`config.mk`:
```
export PLATFORM = sky130hd
export DESIGN_NAME = hub75_capture
export DESIGN_NICKNAME = d
export VERILOG_FILES = /design/src/rtl/hub75_pkg.sv /design/src/rtl/hub75_in_sync.sv /design/src/rtl/hub75_capture.sv
export SDC_FILE = /design/constraint.sdc
export NUM_CORES = 2
export LEC_CHECK = 0
export ABC_AREA = 1
export CAP_MARGIN = 30
export CELL_PAD_IN_SITES_DETAIL_PLACEMENT = 1
export CELL_PAD_IN_SITES_GLOBAL_PLACEMENT = 2
export CORE_ASPECT_RATIO = 1.4
export CORE_UTILIZATION = 37
export DETAILED_ROUTE_END_ITERATION = 8
export PLACE_DENSITY = 0.78
export SLEW_MARGIN = 20
export SYNTH_ARGS = -nofsm -noshare
export SYNTH_HDL_FRONTEND = slang
export SYNTH_HIERARCHICAL = 1
export SYNTH_SLANG_ARGS = --single-unit
```
`constraint.sdc`:
```
create_clock -name clk_in -period 63.9 [get_ports clk_in]
set_input_delay 12.78 -clock clk_in [delete_from_list [all_inputs] [get_ports clk_in]]
set_output_delay 12.78 -clock clk_in [all_outputs]
set_load 0.01 [all_outputs]
```
`src/rtl/hub75_pkg.sv`:
```
// Shared types and helpers for the HUB75 capture path.
package hub75_pkg;

  typedef logic [8:0] pixel_t;
  typedef pixel_t [1:0] pixel_pair_t;

  localparam int R_OFS = 0;
  localparam int G_OFS = 3;
  localparam int B_OFS = 6;

  function automatic int addr_width(input int scan_rate);
    return (scan_rate > 1) ? $clog2(scan_rate) : 1;
  endfunction

endpackage

```
`src/rtl/hub75_in_sync.sv`:
```
// Multi-stage synchroniser for the whole HUB75 input bus, with rising-edge
// detection on the shift clock and latch lines.
module hub75_in_sync #(
  parameter int DATA_W = 1,
  parameter int STAGES = 2
) (
  input  logic              clk_in,
  input  logic              rst_in,
  input  logic              hub_clk_in,
  input  logic              hub_latch_in,
  input  logic [DATA_W-1:0] data_in,
  output logic [DATA_W-1:0] data_out,
  output logic              clk_rise_out,
  output logic              latch_rise_out
);

  localparam int W = DATA_W + 2;

  logic [W-1:0] chain [STAGES];
  logic [1:0]   edge_prev_reg;
  logic [W-1:0] sync_last;

  genvar gi;
  generate
    for (gi = 0; gi < STAGES; gi++) begin : g_stage
      logic [W-1:0] q_reg;
      if (gi == 0) begin : g_first
        always_ff @(posedge clk_in or posedge rst_in) begin
          if (rst_in) q_reg <= '0;
          else        q_reg <= {hub_latch_in, hub_clk_in, data_in};
        end
      end else begin : g_next
        always_ff @(posedge clk_in or posedge rst_in) begin
          if (rst_in) q_reg <= '0;
          else        q_reg <= chain[gi-1];
        end
      end
      assign chain[gi] = q_reg;
    end
  endgenerate

  assign sync_last = chain[STAGES-1];

  always_ff @(posedge clk_in or posedge rst_in) begin
    if (rst_in) edge_prev_reg <= '0;
    else        edge_prev_reg <= sync_last[W-1:W-2];
  end

  assign data_out       = sync_last[DATA_W-1:0];
  assign clk_rise_out   = sync_last[DATA_W]   & ~edge_prev_reg[0];
  assign latch_rise_out = sync_last[DATA_W+1] & ~edge_prev_reg[1];

endmodule

```
`src/rtl/hub75_capture.sv`:
```
// HUB75 panel emulator: rebuilds BCM rows from the panel bus and streams pixel pairs.
// Optional HUB75_CAPTURE_BCM_CHECK_EN adds per-plane OE on-time measurement and checking.
module hub75_capture
  import hub75_pkg::*;
#(
  parameter int NUM_COLS    = 64,
  parameter int SCAN_RATE   = 32,
  parameter int BCM_BITS    = 3,
  parameter int SYNC_STAGES = 2,
  parameter int ADDR_W      = addr_width(SCAN_RATE),
  parameter int COL_W       = $clog2(NUM_COLS)
) (
  input  logic              clk_in,
  input  logic              rst_in,
  input  logic              hub_clk_in,
  input  logic              hub_latch_in,
  input  logic              hub_oe_in,
  input  logic [ADDR_W-1:0] hub_addr_in,
  input  logic [2:0]        hub_rgb0_in,
  input  logic [2:0]        hub_rgb1_in,
  output logic              pix_valid_out,
  input  logic              pix_ready_in,
  output pixel_pair_t       pix_data_out,
  output logic [COL_W-1:0]  pix_col_out,
  output logic [ADDR_W-1:0] pix_row_out,
  output logic              len_err_out,
  output logic              overrun_out
`ifdef HUB75_CAPTURE_BCM_CHECK_EN
  ,
  output logic              bcm_err_out,
  output logic [15:0]       plane_on_cycles_out
`endif
);

  localparam int PLANE_W = (BCM_BITS > 1) ? $clog2(BCM_BITS) : 1;
  localparam logic [COL_W:0]     FULL_CNT   = (COL_W+1)'(NUM_COLS);
  localparam logic [COL_W-1:0]   LAST_COL   = COL_W'(NUM_COLS - 1);
  localparam logic [PLANE_W-1:0] LAST_PLANE = PLANE_W'(BCM_BITS - 1);

  typedef enum logic {COLLECT, DRAIN} state_t;

  logic              s_oe, clk_rise, latch_rise;
  logic [ADDR_W-1:0] s_addr;
  logic [2:0]        s_rgb0, s_rgb1;

  hub75_in_sync #(.DATA_W(7 + ADDR_W), .STAGES(SYNC_STAGES)) u_sync (
    .clk_in        (clk_in),
    .rst_in        (rst_in),
    .hub_clk_in    (hub_clk_in),
    .hub_latch_in  (hub_latch_in),
    .data_in       ({hub_oe_in, hub_addr_in, hub_rgb1_in, hub_rgb0_in}),
    .data_out      ({s_oe, s_addr, s_rgb1, s_rgb0}),
    .clk_rise_out  (clk_rise),
    .latch_rise_out(latch_rise)
  );

  state_t             state_reg;
  logic [COL_W:0]     shift_cnt_reg, cnt_eff;
  logic [PLANE_W-1:0] plane_reg, plane_eff;
  logic [ADDR_W-1:0]  last_addr_reg, row_reg;
  logic [COL_W-1:0]   col_reg, col_next;
  logic               valid_reg, len_err_reg, overrun_reg;
  pixel_pair_t        data_reg;
  pixel_pair_t        acc_col [NUM_COLS];
  logic               acc_we, acc_clr;
  logic [3:0]         bit_r, bit_g, bit_b;

  // A shift edge coinciding with the latch edge is counted into the commit.
  assign cnt_eff   = (clk_rise && shift_cnt_reg != FULL_CNT) ? shift_cnt_reg + 1'b1 : shift_cnt_reg;
  assign plane_eff = (s_addr != last_addr_reg) ? '0 : plane_reg;
  assign acc_we    = latch_rise && (state_reg == COLLECT);
  assign acc_clr   = (state_reg == DRAIN) && valid_reg && pix_ready_in && (col_reg == LAST_COL);
  assign col_next  = col_reg + 1'b1;
  assign bit_r     = 4'(R_OFS) + 4'(plane_eff);
  assign bit_g     = 4'(G_OFS) + 4'(plane_eff);
  assign bit_b     = 4'(B_OFS) + 4'(plane_eff);

  genvar gi;
  generate
    for (gi = 0; gi < NUM_COLS; gi++) begin : g_col
      logic [5:0]  shift_bits_reg;
      logic [5:0]  cap;
      logic        hit;
      pixel_pair_t acc_reg;

      assign hit = clk_rise && (shift_cnt_reg == (COL_W+1)'(gi));
      // Columns never shifted this plane commit as zero, not stale data.
      assign cap = (cnt_eff > (COL_W+1)'(gi)) ? (hit ? {s_rgb1, s_rgb0} : shift_bits_reg) : 6'd0;

      always_ff @(posedge clk_in or posedge rst_in) begin
        if (rst_in) begin
          shift_bits_reg <= '0;
          acc_reg        <= '0;
        end else begin
          if (hit) shift_bits_reg <= {s_rgb1, s_rgb0};
          if (acc_we) begin
            acc_reg[0][bit_r] <= cap[0];
            acc_reg[0][bit_g] <= cap[1];
            acc_reg[0][bit_b] <= cap[2];
            acc_reg[1][bit_r] <= cap[3];
            acc_reg[1][bit_g] <= cap[4];
            acc_reg[1][bit_b] <= cap[5];
          end else if (acc_clr) begin
            acc_reg <= '0;
          end
        end
      end

      assign acc_col[gi] = acc_reg;
    end
  endgenerate

  always_ff @(posedge clk_in or posedge rst_in) begin
    if (rst_in) begin
      state_reg     <= COLLECT;
      shift_cnt_reg <= '0;
      plane_reg     <= '0;
      last_addr_reg <= '0;
      row_reg       <= '0;
      col_reg       <= '0;
      valid_reg     <= 1'b0;
      data_reg      <= '0;
      len_err_reg   <= 1'b0;
      overrun_reg   <= 1'b0;
    end else begin
      if (clk_rise && shift_cnt_reg != FULL_CNT) shift_cnt_reg <= shift_cnt_reg + 1'b1;
      if (latch_rise) begin
        shift_cnt_reg <= '0;
        last_addr_reg <= s_addr;
        if (cnt_eff != FULL_CNT)  len_err_reg <= 1'b1;
        if (state_reg == DRAIN)   overrun_reg <= 1'b1;
        if (plane_eff == LAST_PLANE) begin
          plane_reg <= '0;
          if (state_reg == COLLECT) begin
            row_reg   <= s_addr;
            col_reg   <= '0;
            state_reg <= DRAIN;
          end
        end else begin
          plane_reg <= plane_eff + 1'b1;
        end
      end
      if (state_reg == DRAIN) begin
        if (!valid_reg) begin
          valid_reg <= 1'b1;
          data_reg  <= acc_col[col_reg];
        end else if (pix_ready_in) begin
          if (col_reg == LAST_COL) begin
            valid_reg <= 1'b0;
            state_reg <= COLLECT;
          end else begin
            col_reg  <= col_next;
            data_reg <= acc_col[col_next];
          end
        end
      end
    end
  end

  assign pix_valid_out = valid_reg;
  assign pix_data_out  = data_reg;
  assign pix_col_out   = col_reg;
  assign pix_row_out   = row_reg;
  assign len_err_out   = len_err_reg;
  assign overrun_out   = overrun_reg;

`ifdef HUB75_CAPTURE_BCM_CHECK_EN
  logic [15:0] on_cnt_reg, on_meas, prev_on_reg, plane_on_reg;
  logic        bcm_err_reg;

  // The commit cycle's own OE sample belongs to the plane being committed.
  assign on_meas = (!s_oe && on_cnt_reg != 16'hFFFF) ? on_cnt_reg + 16'd1 : on_cnt_reg;

  always_ff @(posedge clk_in or posedge rst_in) begin
    if (rst_in) begin
      on_cnt_reg   <= '0;
      prev_on_reg  <= '0;
      plane_on_reg <= '0;
      bcm_err_reg  <= 1'b0;
    end else if (latch_rise) begin
      on_cnt_reg   <= '0;
      prev_on_reg  <= on_meas;
      plane_on_reg <= on_meas;
      if (plane_eff != '0 && {1'b0, on_meas} < {prev_on_reg, 1'b0}) bcm_err_reg <= 1'b1;
    end else begin
      on_cnt_reg <= on_meas;
    end
  end

  assign bcm_err_out         = bcm_err_reg;
  assign plane_on_cycles_out = plane_on_reg;
`else
  logic oe_unused;
  assign oe_unused = s_oe;
`endif

endmodule

```
==> metrics.cfg <==
[global_routing]
grt_pass1_wl_um=773000
grt_start_max_net_pins=203
grt-ovfl-total=0
antenna_found_initial=16
grt_pass1_vias=108000
grtUsageTotal_pct=40.4

[setup_path]
reg2reg_depth=16
cp.arrival_ns=17.85
start_kind=input port
crit_type=in -> async
crit_fanout=163
required_ns=64.76
cp-end-kind=async pin

[synthesis]
syn_area_um2=96400
yosys_warnings=6
synth.avg_cell_area_um2=6.81
postSynthCellCount=14100
syn-num-nets=14200

[cells_and_area]
fill_cells=32600
largest_reg_flops=1152
drive_gt1_share_pct=6.05
nets=13400
synthToLayoutAreaGrowth_pct=9.92
seq_area_um2=40300
multi_input_area_um2=49400

[run_status]
status=complete, no violations

[clock_tree]
clkSinkCount=1611
cts_hold_buf=0
clkTransAtPathRegs_ns=0.06
worstSkewPairLatency_ns=0.91
cts_resized=0
htreeDepth=4
cts_tree=yes
root_buffer=clkbuf_16
cts_buffers=192
clk_path_buf_depth=4
cts_setup_buffers=0

[floorplanning]
ios=49
die_area_um2=263000
fp.dieH_um=606
dieWidth_um=433
rows=221
core_area_um2=259000
initial_core_util_pct=37.2

[pwr]
power_density_nw_per_um2=46.0
total_power_mw=4.87
cellLeakagePower_nw=48.2
irDropWorstVdd_mv=0.0683

[timing]
tightest_slew_ns=1.31
finalCriticalPeriod_ns=16.98
tns_ns=0
clock.fmax_mhz=58.9
whs_ns=0.345
slew_headroom_pct=12.7
rsz0062_at_grt=no
fin_skew_ns=0.0462
slew_viol_final=0
post-route-period-util_pct=26.6
setup_viol=0
hold_viol=0

[placed_design]
dp_hpwl_um=339000
portBuffers=47
gp_congestion=1.01

[routing]
drtIter0Drc=10900
dr_total_vias=107000
drt_wl_total_um=540000
drc_errors=0
drtAntennaViolNets=0
routedWlPerCell_um=31.7
dr.pass1.iters=6
avgViaCountPerCell=6.29

[worst_hold_path]
worst_hold_path_type=reg -> reg
min_path_cells=0

[flow_run]
max_cap_viol_count=0

## per-layer routing
layer | up-vias | global-route usage, % | part of all wire [%]
met3 | 1813 | 6.95 | 7.9
met4 | 6 | 34.3 | 9.8
li1 | 45800 | - | -
met5 | - | 0 | 0.0063
met1 | 54000 | 48.9 | 38
met2 | 5512 | 62.4 | 44
## critical path, stage by stage
cell and delay, ns:
clkdlybuf4s50_1 0.51, inv_8 0.48, buf_4 0.79, buf_4 0.78, buf_4 0.60, buf_4 0.77, buf_12 0.70
## layout make-up
class	instances	share of cell area (%)
diodes	17	0.0402
clock buffers	269	5.22
clock inverters	69	0.819
inverters	565	2.14
multi-input cells	10700	46.6
flip-flops and latches	1611	38.1
well taps	3456	4.08
repair buffers	334	3.02
## power breakdown
part,switching (mW),internal (mW)
Combinational,1.73,0.570
Sequential,0.151,1.24
Clock,0.501,0.678
Total,2.38,2.48
## final timing paths
| path | from | end | slack, ns |
|---|---|---|---|
| min in group asynchronous | rst_in | u_sync/g_stage[1].q_reg[3] | 12.37 |
| worst max-delay path | rst_in | acc_col[851] | 46.92 |
| worst min register to register | u_sync/g_stage[0].q_reg[0] | u_sync/g_stage[1].q_reg[0] | 0.35 |
| worst max register to register | u_sync/g_stage[1].q_reg[7] | acc_col[569] | 56.68 |
| max in group clk_in | pix_ready_in | acc_col[569] | 47.40 |
| worst min-delay path | u_sync/g_stage[0].q_reg[0] | u_sync/g_stage[1].q_reg[0] | 0.35 |
## placed cells by master (no fill, tap or decap), types with 122 or more instances in the layout
master        n
a21oi_1    1365
buf_4       239
clkbuf_16   195
dfrtp_1    1606
inv_1       515
nand2_1    4273
nand3_1    1930
nor2_1      600
o211ai_1    256
o21ai_0    1769
o21ai_1     122
o22ai_1     178
## stage by stage
stage	setup slack [ns]	utilization, %	cell area [µm²]	cells
6_report	46.92	40.9	106000	17000
5_1_grt	46.38	40.9	106000	17000
4_1_cts	46.79	40.8	106000	17000
3_5_place_dp	45.83	38.3	99100	16700
3_3_place_gp	45.87	38.2	98800	16600
2_1_floorplan	6.45	-	96400	14100
Note: power is estimated with default switching activity, not from simulation.
